--- src/rtl/ltssm_pkg.sv ---
// Shared LTSSM types for the detect sequencing blocks.
package ltssm_pkg;

  typedef enum logic [2:0] {
    IDLE,
    DET1,
    WAIT,
    DET2,
    DONE
  } rxdet_sm_e;

  typedef enum logic [1:0] {
    RXDET_NONE,
    RXDET_POLLING,
    RXDET_QUIET
  } rxdet_result_e;

endpackage

--- src/rtl/rxdet_wait_cnt.sv ---
// Loadable down-counter that saturates at zero; paces both the retry wait and the PHY timeout.
module rxdet_wait_cnt #(
  parameter int W = 8
) (
  input  logic         clk_i,
  input  logic         rst_i,
  input  logic         load_i,
  input  logic         en_i,
  input  logic [W-1:0] load_val_i,
  output logic         zero_o
);

  logic [W-1:0] cnt_q, cnt_d;

  always_comb begin
    cnt_d = cnt_q;
    if (load_i) begin
      cnt_d = load_val_i;
    end else if (en_i && (cnt_q != '0)) begin
      cnt_d = cnt_q - W'(1);
    end
  end

  always_ff @(posedge clk_i or posedge rst_i) begin
    if (rst_i) begin
      cnt_q <= '0;
    end else begin
      cnt_q <= cnt_d;
    end
  end

  assign zero_o = (cnt_q == '0);

endmodule

--- src/rtl/ltssm_rx_detect_seq.sv ---
// Detect.Active receiver-detection sequencer: one or two PHY passes separated by a fixed wait,
// resolving to Polling with a lane set or back to Detect.Quiet.
module ltssm_rx_detect_seq
  import ltssm_pkg::*;
#(
  parameter int NUM_LANES   = 4,
  parameter int WAIT_CYCLES = 1200000,
  parameter int PHY_TIMEOUT = 4096
) (
  input  logic                 clk_i,
  input  logic                 rst_i,
  input  logic                 start_i,
  input  logic                 abort_i,
  input  logic [NUM_LANES-1:0] lane_mask_i,
  output logic [NUM_LANES-1:0] rxdet_req_o,
  input  logic                 phy_done_i,
  input  logic [NUM_LANES-1:0] phy_status_i,
  output logic                 busy_o,
  output logic                 done_o,
  output logic                 goto_polling_o,
  output logic                 goto_quiet_o,
  output logic [NUM_LANES-1:0] lanes_active_o,
  output logic                 timeout_o
);

  localparam int WAIT_W = (WAIT_CYCLES > 1) ? $clog2(WAIT_CYCLES) : 1;
  localparam int TMO_W  = $clog2(PHY_TIMEOUT + 1);
  localparam logic [WAIT_W-1:0] WAIT_LOAD = WAIT_W'(WAIT_CYCLES - 1);
  localparam logic [TMO_W-1:0]  TMO_LOAD  = TMO_W'(PHY_TIMEOUT - 1);

  rxdet_sm_e              state_q, state_d;
  rxdet_result_e          result_q, result_d;
  logic [NUM_LANES-1:0]   mask_q, mask_d;
  logic [NUM_LANES-1:0]   det1_q, det1_d;
  logic [NUM_LANES-1:0]   lanes_q, lanes_d;
  logic [NUM_LANES-1:0]   rxdet_req_q, rxdet_req_d;
  logic                   timeout_q, timeout_d;

  logic                   wait_load, wait_en, wait_zero;
  logic                   tmo_load, tmo_en, tmo_zero;
  logic                   pass_end, pass_tmo;
  logic [NUM_LANES-1:0]   det;

  rxdet_wait_cnt #(.W(WAIT_W)) u_wait_cnt (
    .clk_i      (clk_i),
    .rst_i      (rst_i),
    .load_i     (wait_load),
    .en_i       (wait_en),
    .load_val_i (WAIT_LOAD),
    .zero_o     (wait_zero)
  );

  rxdet_wait_cnt #(.W(TMO_W)) u_tmo_cnt (
    .clk_i      (clk_i),
    .rst_i      (rst_i),
    .load_i     (tmo_load),
    .en_i       (tmo_en),
    .load_val_i (TMO_LOAD),
    .zero_o     (tmo_zero)
  );

  // A PHY report in the same cycle as the timeout takes precedence.
  assign pass_end = phy_done_i || tmo_zero;
  assign pass_tmo = !phy_done_i && tmo_zero;
  assign det      = phy_done_i ? (phy_status_i & mask_q) : '0;

  always_comb begin
    state_d   = state_q;
    result_d  = result_q;
    mask_d    = mask_q;
    det1_d    = det1_q;
    lanes_d   = lanes_q;
    timeout_d = timeout_q;
    wait_load = 1'b0;
    wait_en   = 1'b0;
    tmo_load  = 1'b0;
    tmo_en    = 1'b0;

    if (abort_i) begin
      state_d   = IDLE;
      result_d  = RXDET_NONE;
      lanes_d   = '0;
      timeout_d = 1'b0;
    end else begin
      case (state_q)
        IDLE: begin
          if (start_i) begin
            mask_d    = lane_mask_i;
            det1_d    = '0;
            result_d  = RXDET_NONE;
            lanes_d   = '0;
            timeout_d = 1'b0;
            if (lane_mask_i == '0) begin
              state_d  = DONE;
              result_d = RXDET_QUIET;
            end else begin
              state_d  = DET1;
              tmo_load = 1'b1;
            end
          end
        end
        DET1: begin
          tmo_en = 1'b1;
          if (pass_end) begin
            timeout_d = timeout_q | pass_tmo;
            if (det == '0) begin
              state_d  = DONE;
              result_d = RXDET_QUIET;
            end else if (det == mask_q) begin
              state_d  = DONE;
              result_d = RXDET_POLLING;
              lanes_d  = mask_q;
            end else begin
              // Some lanes answered: remember which, then retry after the wait.
              det1_d    = det;
              state_d   = WAIT;
              wait_load = 1'b1;
            end
          end
        end
        WAIT: begin
          wait_en = 1'b1;
          if (wait_zero) begin
            state_d  = DET2;
            tmo_load = 1'b1;
          end
        end
        DET2: begin
          tmo_en = 1'b1;
          if (pass_end) begin
            timeout_d = timeout_q | pass_tmo;
            state_d   = DONE;
            if (det == det1_q) begin
              result_d = RXDET_POLLING;
              lanes_d  = det1_q;
            end else begin
              result_d = RXDET_QUIET;
            end
          end
        end
        DONE: begin
          state_d = IDLE;
        end
        default: begin
          state_d = IDLE;
        end
      endcase
    end

    rxdet_req_d = ((state_d == DET1) || (state_d == DET2)) ? mask_d : '0;
  end

  always_ff @(posedge clk_i or posedge rst_i) begin
    if (rst_i) begin
      state_q     <= IDLE;
      result_q    <= RXDET_NONE;
      mask_q      <= '0;
      det1_q      <= '0;
      lanes_q     <= '0;
      timeout_q   <= 1'b0;
      rxdet_req_q <= '0;
    end else begin
      state_q     <= state_d;
      result_q    <= result_d;
      mask_q      <= mask_d;
      det1_q      <= det1_d;
      lanes_q     <= lanes_d;
      timeout_q   <= timeout_d;
      rxdet_req_q <= rxdet_req_d;
    end
  end

  assign rxdet_req_o    = rxdet_req_q;
  assign busy_o         = (state_q != IDLE);
  assign done_o         = (state_q == DONE);
  assign goto_polling_o = (result_q == RXDET_POLLING);
  assign goto_quiet_o   = (result_q == RXDET_QUIET);
  assign lanes_active_o = lanes_q;
  assign timeout_o      = timeout_q;

endmodule
--- config.mk ---
export PLATFORM = sky130hd
export DESIGN_NAME = ltssm_rx_detect_seq
export DESIGN_NICKNAME = d
export VERILOG_FILES = /design/src/rtl/ltssm_pkg.sv /design/src/rtl/rxdet_wait_cnt.sv /design/src/rtl/ltssm_rx_detect_seq.sv
export SDC_FILE = /design/constraint.sdc
export NUM_CORES = 1
export LEC_CHECK = 0
export CAP_MARGIN = 40
export CORE_AREA = 2 2 100 63
export CTS_CLUSTER_DIAMETER = 50
export DETAILED_ROUTE_END_ITERATION = 10
export DIE_AREA = 0 0 102 65
export PLACE_DENSITY = 0.73
export SYNTH_ARGS = -nofsm -noshare
export SYNTH_HDL_FRONTEND = slang
export SYNTH_SLANG_ARGS = --single-unit
--- constraint.sdc ---
create_clock -name clk_i -period 5.37 [get_ports clk_i]
set_clock_uncertainty 0.15 [all_clocks]
set_input_delay 0.8055 -clock clk_i [delete_from_list [all_inputs] [get_ports clk_i]]
set_output_delay 0.8055 -clock clk_i [all_outputs]
set_load 0.05 [all_outputs]
==> results summary <==
The run finished with clean final reports. The count of nets left with antenna violations after detail routing came out at 0. The data required time at the worst endpoint came out at 5.46 ns. From left edge to right edge, the die measures 102 um. Of the cells placed in the final design, the portion with a size suffix greater than 1 is around 8.2%. The detailed-route vias per instance is 5.88. The sum of negative setup slack is 0 ns.

For this configuration, the core starts out at a cell density of between 50% and 60%. The number of diodes added for antenna fixing came out at 0. The global-route wire length before repair came out at 11.4 mm. The core region is 0.00584 mm2. Timing would allow up to 325 MHz. The vertical die dimension is around 65 um. The worst path buffer plus inverter count is 1. Setup repair after global routing left no endpoint under its margin.

The pin count of the biggest net entering global routing is 57. At the end of routability-driven placement, the weighted congestion stood at 0.895. The clock net sink count is 56. After detailed placement, the total cell area comes to 0.00339 mm2. TritonCTS built the clock tree. The post-synth net total came out at roughly 330.

The final hold violation count is 0. The sequential-to-total area share from yosys stat is 45.8%. Once layout is done, the placed cells without fillers occupy 0.00351 mm2. The floorplan row count is 22. Relative to the synthesized area, the layout overhead comes to 14.5%. The reported max-cap violation count came out at 0.

The most frequently used flop master after synthesis is sky130_fd_sc_hd__dfrtp_1. The worst supply voltage drop on vdd came out at roughly 200 uV. The final-report max-slew violation count came out at 0.

The register clock-pin slew on the reported worst setup and hold paths is 0.10 ns. Dividing total power by cell area gives a power density of 329 mW/mm2. The critical path goes through clkdlybuf4s50_1 -> nor4b_2 -> and3_1 -> o211ai_1 -> or3_1 -> a21oi_1.

In this run the worst path has a maximum fanout of 13. The clock latency at the later pin of the worst-skew pair is about 0.31 ns. The count of instances resized after the clock tree is built is 0.

The DRC marker count from the first detailed-route iteration is 220. Grouping stages by cell kind, the critical path spends the most delay in simple AND/OR/NAND/NOR gates. The leakage power of the design came out at 1.34 nW. Once routing completed, OpenROAD measured the worst setup slack at between 2 and 2.5 ns. The clock passes through at most 2 buffers. Global routing used 21.8% of the available tracks across all layers. The detailed-route DRC error count is 0. The share of async-settable or async-resettable flops after synthesis is between 90% and 100%. After detailed routing, the average wire length per cell comes to 15.6 um. The critical path in this run is classified as in2reg. OpenSTA, run right after detailed placement, puts the worst setup slack at 1.95 ns. The tightest hold margin came out at 0.372 ns.

The data arrival at the endpoint of the critical path is 3.17 ns. The initial antenna violation count came out at 0. The number of inserted filler cells in the final layout is 530. The mean post-synth cell area came out at around 9.7 um2. The gate count after technology mapping came out at between 300 and 400. The worst setup path is captured at a flop. The count of TritonRoute iterations in the first routing pass is 6. The number of setup buffers added after CTS is 0. During synthesis, Yosys emitted a total of 0 warnings. The top-level port count came out at 26.

The remaining global-route overflow came out at 0. The distinct cell type count after synthesis is 50. The cell total after placement came out at 417. The tree is rooted in a sky130_fd_sc_hd__clkbuf_8.

The clock period could shrink to 3.08 ns. The via count of the first global-routing pass is 2325. Setup violations remaining at the end of the flow were counted as 0. The routed wire length is between 6 and 7 mm.

The worst setup path is launched from an input pin. The core occupancy in the finished layout came out at approximately 60%. The final critical path takes up 57.3% of the cycle.

The number of buffers created by CTS came out at 5. The transition at the pin with the smallest max-transition slack came out at 0.922 ns. The total die area came out at 0.00663 mm2. CTS built an H-tree with a depth of 2. The slowest stage of the critical path is the sky130_fd_sc_hd__nor4b_2 cell. The number of enable-type register cells in the synthesized netlist came out at 0. The largest stage delay on the critical path is 0.75 ns.

The quantity of hold-fixing buffers added after cts came out at 0. Across all layers, the routed design uses 2498 vias. The tightest min-delay check is of the reg2reg type.

The total power came out at 1.15 mW. The mapped cell area came out at 0.00306 mm2. The number of I/O port buffers came out at 25. The filler-free cell count of the finished design is 425. At the end of the flow, the number of nets in the layout was 356. The wire-length estimate of the detail-placed layout is 4.75 mm. The relative max-transition margin is 38.1%. The number of synthesized register bits is 56.
## sequential cells by signal, summed over array words and instances, names as in the netlist
name,count
result_q,2
mask_q,4
det1_q,4
rxdet_req_o,4
u_wait_cnt.cnt_q,21
timeout_o,1
lanes_active_o,4
u_tmo_cnt.cnt_q,13
state_q,3
## report_power, final
group | total (mW) | switching (mW) | internal (mW)
Clock | 0.282 | 0.144 | 0.138
Combinational | 0.287 | 0.162 | 0.125
Sequential | 0.584 | 0.0883 | 0.496
Total | 1.15 | 0.394 | 0.760
## cells in the final DEF, fill, tap and decap left out, types with 5 or more instances in the layout
master and instances:
sky130_fd_sc_hd__a21oi_1 6, sky130_fd_sc_hd__clkbuf_8 5, sky130_fd_sc_hd__clkdlybuf4s50_1 25, sky130_fd_sc_hd__dfrtp_1 56
sky130_fd_sc_hd__inv_1 13, sky130_fd_sc_hd__mux2_2 9, sky130_fd_sc_hd__nand2_1 33, sky130_fd_sc_hd__nand3_1 9
sky130_fd_sc_hd__nor2_1 23, sky130_fd_sc_hd__nor2b_1 12, sky130_fd_sc_hd__nor3_1 17, sky130_fd_sc_hd__o211ai_1 8
sky130_fd_sc_hd__o21ai_0 7, sky130_fd_sc_hd__o31ai_1 6, sky130_fd_sc_hd__or3_1 8, sky130_fd_sc_hd__or4_1 9
sky130_fd_sc_hd__xnor2_1 14, sky130_fd_sc_hd__xor2_1 13
## worst min-delay path, stage by stage (launching register included)
cell and delay, ns:
sky130_fd_sc_hd__dfrtp_1 0.37, sky130_fd_sc_hd__o31ai_1 0.07, sky130_fd_sc_hd__nand2_1 0.05
## synth_stat cells (all sizes together), types with 5 or more instances
| library cell | number | area share, % |
|---|---|---|
| or3 | 8 | 1.6 |
| nand2 | 33 | 4.0 |
| clkbuf | 9 | 1.1 |
| xor2 | 13 | 3.7 |
| a21oi | 6 | 0.98 |
| o31ai | 6 | 1.5 |
| dfrtp | 56 | 46 |
| nor3 | 17 | 2.8 |
| o21ai | 10 | 1.6 |
| inv | 14 | 1.7 |
| nor2 | 23 | 2.8 |
| mux2 | 9 | 3.3 |
| o211ai | 9 | 2.4 |
| or4 | 9 | 2.2 |
| xnor2 | 14 | 4.0 |
| nand3 | 9 | 1.5 |
| nor2b | 12 | 2.5 |
| nor4 | 5 | 1.2 |
## metal layers
layer	vias up	track usage [%]	wire length, um
met4	0	4.17	44
met1	1221	33.6	3440
li1	1203	-	-
met3	5	4.21	312
met5	-	0	0
met2	69	32.0	2840
## kinds of logic (layout without fill, tap and decap cells)
| group | Yosys count | after routing | share of synthesized area (%) |
|---|---|---|---|
| buffers and inverters | 25 | 50 | 3.11 |
| AND/OR/NAND/NOR | 136 | 136 | 23.9 |
| XOR/XNOR | 27 | 27 | 7.72 |
| multiplexers | 13 | 13 | 4.62 |
| adder cells (fa/ha/maj) | 3 | 3 | 1.23 |
| flip-flops | 56 | 56 | 45.8 |
| AO/OA/AOI/OAI | 56 | 56 | 13.6 |
## path summary, 6_finish.rpt
path / startpoint / to / slack, ns / depth (start not counted)
min in group asynchronous: rst_i / u_tmo_cnt.cnt_q[3] / 0.84 / 3
setup reg to reg: u_wait_cnt.cnt_q[17] / u_tmo_cnt.cnt_q[12] / 2.63 / 5
setup / recovery: abort_i / u_wait_cnt.cnt_q[19] / 2.29 / 6
hold reg to reg: u_wait_cnt.cnt_q[20] / u_wait_cnt.cnt_q[20] / 0.37 / 2
hold / removal: u_wait_cnt.cnt_q[20] / u_wait_cnt.cnt_q[20] / 0.37 / 2
max in group asynchronous: rst_i / lanes_active_o[0] / 3.76 / 3
## area by class of cell
| class | count | area, um2 | share of cell area (%) |
|---|---|---|---|
| Clock buffer | 5 | 68.8 | 1.96 |
| Clock inverter | 3 | 42.5 | 1.21 |
| Inverter | 14 | 52.6 | 1.50 |
| Multi-Input combinational cell | 235 | 1570 | 44.6 |
| Sequential cell | 56 | 1400 | 40.0 |
| Tap cell | 84 | 105 | 3.00 |
| Timing Repair Buffer | 28 | 270 | 7.71 |
Power figures use the tool's default switching activity.
